===== src/rtl/alu_decode_stage.sv =====
// RV64I decode stage: instruction word -> ALU control word, registered through a
// 2-entry skid buffer with valid/ready on both sides and a synchronous flush.
module alu_decode_stage (
   input  logic        clk,
   input  logic        reset,
   input  logic        flush,
   input  logic        in_valid,
   output logic        in_ready,
   input  logic [31:0] in_inst,
   input  logic [63:0] in_pc,
   output logic        out_valid,
   input  logic        out_ready,
   output logic [63:0] out_pc,
   output logic [4:0]  out_alu_function,
   output logic [1:0]  out_sel_a,
   output logic [1:0]  out_sel_b,
   output logic [63:0] out_imm,
   output logic [4:0]  out_rs1,
   output logic [4:0]  out_rs2,
   output logic [4:0]  out_rd,
   output logic        out_word_op,
   output logic        out_illegal
);

   typedef struct packed {
      logic [63:0] pc;
      logic [4:0]  fn;
      logic [1:0]  sel_a;
      logic [1:0]  sel_b;
      logic [63:0] imm;
      logic [4:0]  rs1;
      logic [4:0]  rs2;
      logic [4:0]  rd;
      logic        word_op;
      logic        illegal;
   } dec_t;

   localparam logic [6:0] OPC_OP     = 7'b0110011;
   localparam logic [6:0] OPC_OPIMM  = 7'b0010011;
   localparam logic [6:0] OPC_OP32   = 7'b0111011;
   localparam logic [6:0] OPC_OPIMM32 = 7'b0011011;
   localparam logic [6:0] OPC_LUI    = 7'b0110111;
   localparam logic [6:0] OPC_AUIPC  = 7'b0010111;
   localparam logic [6:0] OPC_LOAD   = 7'b0000011;
   localparam logic [6:0] OPC_STORE  = 7'b0100011;
   localparam logic [6:0] OPC_BRANCH = 7'b1100011;
   localparam logic [6:0] OPC_JAL    = 7'b1101111;
   localparam logic [6:0] OPC_JALR   = 7'b1100111;

   logic [6:0]  opc, f7;
   logic [2:0]  f3;
   logic        alt_ok;
   logic [63:0] imm_i, imm_s, imm_b, imm_u, imm_j;
   logic        legal;
   dec_t        dec;

   assign opc    = in_inst[6:0];
   assign f3     = in_inst[14:12];
   assign f7     = in_inst[31:25];
   assign alt_ok = (f3 == 3'b000) || (f3 == 3'b101);

   assign imm_i = {{52{in_inst[31]}}, in_inst[31:20]};
   assign imm_s = {{52{in_inst[31]}}, in_inst[31:25], in_inst[11:7]};
   assign imm_b = {{52{in_inst[31]}}, in_inst[7], in_inst[30:25], in_inst[11:8], 1'b0};
   assign imm_u = {{32{in_inst[31]}}, in_inst[31:12], 12'b0};
   assign imm_j = {{44{in_inst[31]}}, in_inst[19:12], in_inst[20], in_inst[30:21], 1'b0};

   // R-type ops carry no immediate, so imm stays zero for OP/OP-32.
   always_comb begin
      dec         = '0;
      legal       = 1'b1;
      dec.pc      = in_pc;
      dec.rs1     = in_inst[19:15];
      dec.rs2     = in_inst[24:20];
      dec.rd      = in_inst[11:7];
      case (opc)
         OPC_OP: begin
            dec.fn = {1'b0, alt_ok & in_inst[30], f3};
            legal  = (f7 == 7'b0000000) || (f7 == 7'b0100000 && alt_ok);
         end
         OPC_OP32: begin
            dec.fn      = {1'b1, alt_ok & in_inst[30], f3};
            dec.word_op = 1'b1;
            legal       = (alt_ok || f3 == 3'b001) &&
                          ((f7 == 7'b0000000) || (f7 == 7'b0100000 && alt_ok));
         end
         OPC_OPIMM: begin
            dec.fn    = {1'b0, (f3 == 3'b101) & in_inst[30], f3};
            dec.sel_b = 2'b01;
            dec.imm   = imm_i;
            if (f3 == 3'b001)
               legal = (in_inst[31:26] == 6'b000000);
            else if (f3 == 3'b101)
               legal = (in_inst[31:26] == 6'b000000) || (in_inst[31:26] == 6'b010000);
         end
         OPC_OPIMM32: begin
            dec.fn      = {1'b1, (f3 == 3'b101) & in_inst[30], f3};
            dec.sel_b   = 2'b01;
            dec.imm     = imm_i;
            dec.word_op = 1'b1;
            case (f3)
               3'b000:  legal = 1'b1;
               3'b001:  legal = (f7 == 7'b0000000);
               3'b101:  legal = (f7 == 7'b0000000) || (f7 == 7'b0100000);
               default: legal = 1'b0;
            endcase
         end
         OPC_LUI: begin
            dec.sel_a = 2'b10;
            dec.sel_b = 2'b01;
            dec.imm   = imm_u;
         end
         OPC_AUIPC: begin
            dec.sel_a = 2'b01;
            dec.sel_b = 2'b01;
            dec.imm   = imm_u;
         end
         OPC_LOAD: begin
            dec.sel_b = 2'b01;
            dec.imm   = imm_i;
         end
         OPC_STORE: begin
            dec.sel_b = 2'b01;
            dec.imm   = imm_s;
         end
         OPC_BRANCH: begin
            dec.imm = imm_b;
            case (f3[2:1])
               2'b00:   dec.fn = 5'b01000;
               2'b10:   dec.fn = 5'b00010;
               2'b11:   dec.fn = 5'b00011;
               default: legal  = 1'b0;
            endcase
         end
         OPC_JAL: begin
            dec.sel_a = 2'b01;
            dec.sel_b = 2'b10;
            dec.imm   = imm_j;
         end
         OPC_JALR: begin
            dec.sel_a = 2'b01;
            dec.sel_b = 2'b10;
            dec.imm   = imm_i;
            legal     = (f3 == 3'b000);
         end
         default: legal = 1'b0;
      endcase
      if (!legal) begin
         dec.fn      = '0;
         dec.sel_a   = '0;
         dec.sel_b   = '0;
         dec.imm     = '0;
         dec.word_op = 1'b0;
      end
      dec.illegal = !legal;
   end

   dec_t main_q, skid_q;
   logic main_valid, skid_valid;
   logic in_acc, main_free;

   assign in_ready  = !skid_valid;
   assign in_acc    = in_valid & in_ready;
   assign main_free = !main_valid | out_ready;

   always_ff @(posedge clk or posedge reset) begin
      if (reset) begin
         main_valid <= 1'b0;
         skid_valid <= 1'b0;
         main_q     <= '0;
         skid_q     <= '0;
      end else if (flush) begin
         main_valid <= 1'b0;
         skid_valid <= 1'b0;
      end else if (main_free) begin
         // in_ready is low whenever skid holds data, so skid and input never race
         if (skid_valid) begin
            main_q     <= skid_q;
            main_valid <= 1'b1;
            skid_valid <= 1'b0;
         end else if (in_acc) begin
            main_q     <= dec;
            main_valid <= 1'b1;
         end else begin
            main_valid <= 1'b0;
         end
      end else if (in_acc) begin
         skid_q     <= dec;
         skid_valid <= 1'b1;
      end
   end

   assign out_valid        = main_valid;
   assign out_pc           = main_q.pc;
   assign out_alu_function = main_q.fn;
   assign out_sel_a        = main_q.sel_a;
   assign out_sel_b        = main_q.sel_b;
   assign out_imm          = main_q.imm;
   assign out_rs1          = main_q.rs1;
   assign out_rs2          = main_q.rs2;
   assign out_rd           = main_q.rd;
   assign out_word_op      = main_q.word_op;
   assign out_illegal      = main_q.illegal;

endmodule


===== config.mk =====
export PLATFORM = sky130hd
export DESIGN_NAME = alu_decode_stage
export DESIGN_NICKNAME = d
export VERILOG_FILES = /design/src/rtl/alu_decode_stage.sv
export SDC_FILE = /design/constraint.sdc
export NUM_CORES = 1
export LEC_CHECK = 0
export BUFFER_PORTS_ARGS = -buffer_cell sky130_fd_sc_hd__buf_2
export CAP_MARGIN = 20
export CORE_MARGIN = 1
export CORE_UTILIZATION = 33
export DETAILED_ROUTE_END_ITERATION = 16
export SYNTH_ARGS = -nofsm -noshare
export SYNTH_HDL_FRONTEND = slang
export SYNTH_SLANG_ARGS = --single-unit

===== constraint.sdc =====
create_clock -name clk -period 13.6 [get_ports clk]
set_clock_uncertainty 0.1 [all_clocks]
set_input_delay 2.72 -clock clk [delete_from_list [all_inputs] [get_ports clk]]
set_output_delay 2.72 -clock clk [all_outputs]
set_load 0.1 [all_outputs]

==> results_dict.tcl, run 1 <==
set metrics [dict create \
    period_needed_ns 5.12 \
    synthCells 1194 \
    clockBufferDepth 3 \
    syn_nets 1295 \
    drc_errors 0 \
    grtUsageMet1_pct 23.2 \
    synth_seq_cells 246 \
    total_power_mw 2.15 \
    ios 257 \
    cts_tree "done" \
    crit_family "flip-flops" \
    synth.most_common_cell "nand2_1" \
    via_per_inst 4.92 \
    grt_use_met2_pct 28.5 \
    grt_max_degree 96 \
    setup_tns_ns 0 \
    cts_setup_buffers 0 \
    drt-initial-drc-count 606 \
    netlist_top_cells_area "dfrtp_1 (55%), nand2_1 (13%), mux2i_1 (7.3%), o21ai_0 (4.4%), o31ai_1 (3.9%)" \
    hold_class "reg2reg" \
    end_kind "output port" \
    ir_drop_uv 103 \
    clock_sinks 246 \
    rsz0062_at_grt "false" \
    yosysTopAreaCell "dfrtp_1" \
    fill_cells 3413 \
    synth_top_area_share_pct 54.8 \
    relSlewSlack_pct 32.1 \
    grt.busiest_layer "met2" \
    critical_path_class "reg2out" \
    dr_total_vias 9052 \
    synth_commonest_cells "nand2_1 (375), dfrtp_1 (246), o21ai_0 (99)" \
    postCtsHoldBufs 0 \
    crit_fanout 53 \
    clk_pin_slew_ns 0.06 \
    slew_violations 0 \
    clkLatencyLatePin_ns 0.53 \
    async_flop_share_pct 100 \
    die_w_um 186 \
    worst_slack_ns 8.48 \
    die_h_um 186 \
    htree_num_levels 1 \
    wl_per_cell_um 16.7 \
    status "finished clean" \
    cts_resized 0 \
    setup_viol_count_final 0 \
    arrival_ns 2.30 \
    wl_mm 30.7 \
    root_buffer "clkbuf_16" \
    syn_avg_cell_area_um2 9.40 \
    final_hold_viol_count 0 \
    crit_path_max_incr_delay_ns 1.07 \
    fmax_mhz 195 \
    grt_pass1_vias 8752 \
    drive_gt1_share_pct 23.2 \
    synth_flop_cell "dfrtp_1" \
    gp_congestion 0.783 \
    path_buf_inv 2 \
    synthDistinctLibCells 52 \
    grt_pass1_wl_mm 49.4 \
    finalCritPeriodShare_pct 37.7 \
    critPathRequiredTime_ns 10.78 \
    grt_usage_pct 17.5 \
    antenna_found_initial 6 \
    p_leak_nw 6.64 \
    grt_overflow 0 \
    hold_slack_ns 0.366 \
    final_util_pct 40.2 \
    crit_slowest_cell "dfrtp_4" \
    numPortBuffers 256 \
    hpwl_mm 19.3 \
    yosysSeqAreaShare_pct 54.8 \
    core_mm2 0.0335 \
    synth_edf_count 0 \
    worstSetupStartpointType "register" \
    grt_util_met3_pct 4.46 \
    powerDensity_mw_per_mm2 160 \
    synthToLayoutAreaGrowth_pct 20.1 \
    multiInputGateArea_mm2 0.00443 \
    rows 67 \
    start_util_pct 33.5 \
    worst_pin_slew_ns 1.02 \
    synth_warnings 0 \
    cts-buffers-inserted 28 \
    design.die.area_mm2 0.0348 \
    drt_pass1_iterations 6 \
    seq_area_mm2 0.00616 \
    ant_nets 0 \
    worstPathCellList "inv_2, buf_2" \
    nets 1469 \
    drv_cap 0 \
    synth_area_mm2 0.0112 \
    post-place-ws_ns 7.98 \
]
worst paths after layout:
| kind | slack, ns | endpoint | cells after the start | from |
|---|---|---|---|---|
| worst max-delay path | 8.48 | in_ready | 2 | skid_valid$_DFFE_PP0P_ |
| worst min-delay path | 0.37 | skid_q[41]$_DFFE_PP0P_ | 2 | skid_q[41]$_DFFE_PP0P_ |
| worst max register to register | 9.87 | out_rd[4]$_DFFE_PP0P_ | 5 | skid_valid$_DFFE_PP0P_ |
| worst min register to register | 0.37 | skid_q[41]$_DFFE_PP0P_ | 2 | skid_q[41]$_DFFE_PP0P_ |
| max in group asynchronous | 9.65 | skid_q[11]$_DFFE_PP0P_ | 3 | reset |
| min in group asynchronous | 2.20 | skid_q[129]$_DFFE_PP0P_ | 2 | reset |
state kept, by name, summed over array words and instances (netlist names):
signal / count
skid_q: 122
out_pc: 64
out_imm: 32
out_alu_function: 5
out_rd: 5
out_rs1: 5
out_rs2: 5
out_sel_a: 2
out_sel_b: 2
out_illegal: 1
out_valid: 1
out_word_op: 1
skid_valid: 1
placed cells by master (no fill, tap or decap), types with 2 or more instances in the layout:
| cell | synthesis | layout |
|---|---|---|
| a21o_1 | 2 | 2 |
| a21oi_1 | 63 | 63 |
| a22oi_1 | 5 | 5 |
| a31oi_1 | 2 | 2 |
| a32oi_1 | 3 | 3 |
| and3_1 | 35 | 35 |
| and3b_1 | 2 | 2 |
| buf_2 | 3 | 256 |
| buf_4 | 33 | 9 |
| clkbuf_1 | 75 | 6 |
| clkbuf_16 | 0 | 29 |
| clkbuf_8 | 0 | 6 |
| clkinv_2 | 0 | 5 |
| dfrtp_1 | 246 | 245 |
| diode_2 | 0 | 5 |
| inv_1 | 5 | 4 |
| mux2i_1 | 82 | 82 |
| nand2_1 | 375 | 374 |
| nand2b_1 | 6 | 6 |
| nand3_1 | 9 | 9 |
| nand4_1 | 2 | 2 |
| nand4b_1 | 2 | 2 |
| nor2_1 | 17 | 17 |
| nor2b_1 | 5 | 5 |
| nor3_1 | 3 | 2 |
| nor3b_1 | 2 | 2 |
| nor4_1 | 4 | 4 |
| nor4b_1 | 2 | 2 |
| o2111ai_1 | 7 | 7 |
| o21a_1 | 2 | 2 |
| o21ai_0 | 99 | 99 |
| o22ai_1 | 6 | 6 |
| o31ai_1 | 58 | 58 |
| or3_1 | 4 | 3 |
| or3_4 | 1 | 2 |
| xor2_1 | 2 | 2 |
worst min-delay path, stage by stage, from the launching register on:
cell	delay, ns
dfrtp_1	0.33
nand2_1	0.05
o31ai_1	0.05
logic make-up after synthesis:
kind of cell,synth area share (%)
AND/OR/NAND/NOR,17.9
multiplexers,7.41
buffers and inverters,5.85
XOR/XNOR,0.156
AO/OA/AOI/OAI,13.8
flip-flops,54.8
per-layer routing:
layer  vias up  routed length [um]
met4         4                 588
met5         -                  23
met3        40                2130
met1      4378               13500
met2       232               14500
li1       4398                   -
per-stage QoR:
| step | instance area, um2 | std cells |
|---|---|---|
| floorplan | 11200 | 1194 |
| global placement | 12500 | 1784 |
| detailed placement | 12600 | 1785 |
| CTS | 13500 | 1833 |
| global route | 13500 | 1835 |
| finish | 13500 | 1839 |
final cells by class:
type | count | share of cell area, %
diodes | 5 | 0.0928
clock buffers | 41 | 6.16
clock inverters | 7 | 0.464
inverters | 6 | 0.223
multi-input cells | 819 | 32.9
flip-flops and latches | 246 | 45.7
well taps | 448 | 4.16
repair buffers | 267 | 10.4
report_power, final:
group	switching [mW]	internal [mW]	total [mW]
registers	0.0517	0.828	0.880
logic	0.447	0.0923	0.539
clock network	0.297	0.438	0.735
Power figures use the tool's default switching activity.
==> run 2: changes to the inputs <==
clock period = 4.8 ns   (was 13.6 ns; I/O delays follow)
==> results_dict.tcl, run 2 (synthesis gave the netlist of run 1 again) <==
set metrics [dict create \
    final_hold_viol_count 0 \
    start_util_pct 33.5 \
    cts_tree "done" \
    nets 1474 \
    rsz0062_at_grt "false" \
    critical_path_class "reg2out" \
    clkPwrFrac_pct 35.3 \
    finalNonFillerCells 1845 \
    grt_overflow 0 \
    die_w_um 186 \
    setup_tns_ns 0 \
    layout_commonest_cell "nand2_1" \
    drt-initial-drc-count 482 \
    fill_cells 3349 \
    ir_drop_uv 302 \
    worst_slack_ns 1.72 \
    clockBufferDepth 3 \
    ios 257 \
    dp.cells 1789 \
    fmax_mhz 324 \
    cts_setup_buffers 0 \
    hpwl_mm 19.6 \
    synthToLayoutAreaGrowth_pct 21.0 \
    grt_max_degree 115 \
    status "finished clean" \
    via_per_inst 4.91 \
    largest_reg_flops 122 \
    htree_num_levels 1 \
    switchingPower_mw 2.29 \
    post-place-ws_ns 1.54 \
    ant_nets 0 \
    max_flop_register "skid_q" \
    p_int_mw 3.93 \
    wl_mm 30.7 \
    grt_pass1_wl_mm 49.9 \
    setup_viol_count_final 0 \
    seqPwrFrac_pct 40.0 \
    core_mm2 0.0335 \
    postPlaceCellArea_mm2 0.0126 \
    worst_pin_slew_ns 1.03 \
    drt_pass1_iterations 4 \
    hold_slack_ns 0.365 \
    end_kind "output port" \
    arrival_ns 2.02 \
    postCtsHoldBufs 0 \
    drc_errors 0 \
    p_leak_nw 6.68 \
    crit_fanout 45 \
    drv_cap 0 \
    critPathRequiredTime_ns 3.74 \
    dr_total_vias 9053 \
    cts-buffers-inserted 30 \
    wl_per_cell_um 16.6 \
    period_needed_ns 3.08 \
    gp_congestion 0.784 \
    drive_gt1_share_pct 23.6 \
    clkLatencyLatePin_ns 0.55 \
    grt_usage_pct 17.5 \
    clock_sinks 246 \
    cts_resized 0 \
    layout_common_cells "nand2_1 (374), buf_2 (256), dfrtp_1 (245)" \
    grt_pass1_vias 9029 \
    relSlewSlack_pct 31.6 \
    finalCritPeriodShare_pct 64.2 \
    die_h_um 186 \
    combPwrFrac_pct 24.6 \
    switching_share_pct 36.8 \
    clk_pin_slew_ns 0.06 \
    design.die.area_mm2 0.0348 \
    rows 67 \
    antenna_found_initial 5 \
    powerDensity_mw_per_mm2 458 \
    slew_violations 0 \
    worstSetupStartpointType "register" \
    root_buffer "clkbuf_16" \
    numPortBuffers 256 \
    hold_class "in2async" \
    stdcell_area_mm2 0.0136 \
]
## run 2: cell types whose count changed in the layout (fill, tap and decap cells not counted), sizes merged
cell / previous run / this run
bufinv: 1 / 2
clkinvlp: 1 / 3
clkbuf: 41 / 40
buf: 267 / 270
inv: 6 / 5
clkinv: 5 / 7
## run 2: cell type report
cell class | instances | area (um2) | share of cell area [%]
antenna | 5 | 12.5 | 0.0921
clock buffer | 40 | 838 | 6.17
clock inverter | 11 | 125 | 0.921
inverter | 6 | 26.3 | 0.193
multi-input combinational | 819 | 4430 | 32.6
sequential | 246 | 6160 | 45.4
tap | 448 | 561 | 4.13
timing repair buffer | 270 | 1420 | 10.5
## run 2: metrics by stage
step / utilization, % / power (mW)
finish: 40.5 / 6.23
global route: 40.5 / 6.50
CTS: 40.5 / 6.30
detailed placement: 37.6 / 4.07
global placement: 37.6 / 4.05
floorplan: - / 3.74
## run 2: metal layers
metal / track usage, % / up-vias / part of all wire (%)
met3: 4.34 / 38 / 6.4
li1: - / 4408 / -
met1: 23.0 / 4381 / 45
met4: 4.74 / 0 / 1.8
met5: 0 / - / 0
met2: 28.7 / 226 / 47
## run 2: final timing paths
kind | startpoint | endpoint | slack (ns) | depth (start not counted)
max | skid_valid$_DFFE_PP0P_ | in_ready | 1.72 | 2
min | reset | out_pc[38]$_DFFE_PP0P_ | 0.37 | 2
max reg2reg | skid_valid$_DFFE_PP0P_ | out_imm[19]$_DFFE_PP0P_ | 1.73 | 6
min reg2reg | skid_q[43]$_DFFE_PP0P_ | skid_q[43]$_DFFE_PP0P_ | 0.37 | 2
max in group asynchronous | reset | skid_q[26]$_DFFE_PP0P_ | 3.16 | 3
min in group clk | skid_q[43]$_DFFE_PP0P_ | skid_q[43]$_DFFE_PP0P_ | 0.37 | 2
## run 2: worst max-delay path: stages, from the launching register on
cell and delay [ns]:
dfrtp_4 0.69, inv_2 0.27, buf_2 0.47
## run 2: power groups by stage
| stage | clock network, mW | logic, mW | registers [mW] |
|---|---|---|---|
| detailed placement | 0 | 1.55 | 2.53 |
| global placement | 0 | 1.53 | 2.51 |
| floorplan | 0 | 0.368 | 3.37 |
| global route | 2.34 | 1.63 | 2.53 |
| CTS | 2.26 | 1.55 | 2.49 |
| finish | 2.20 | 1.53 | 2.49 |
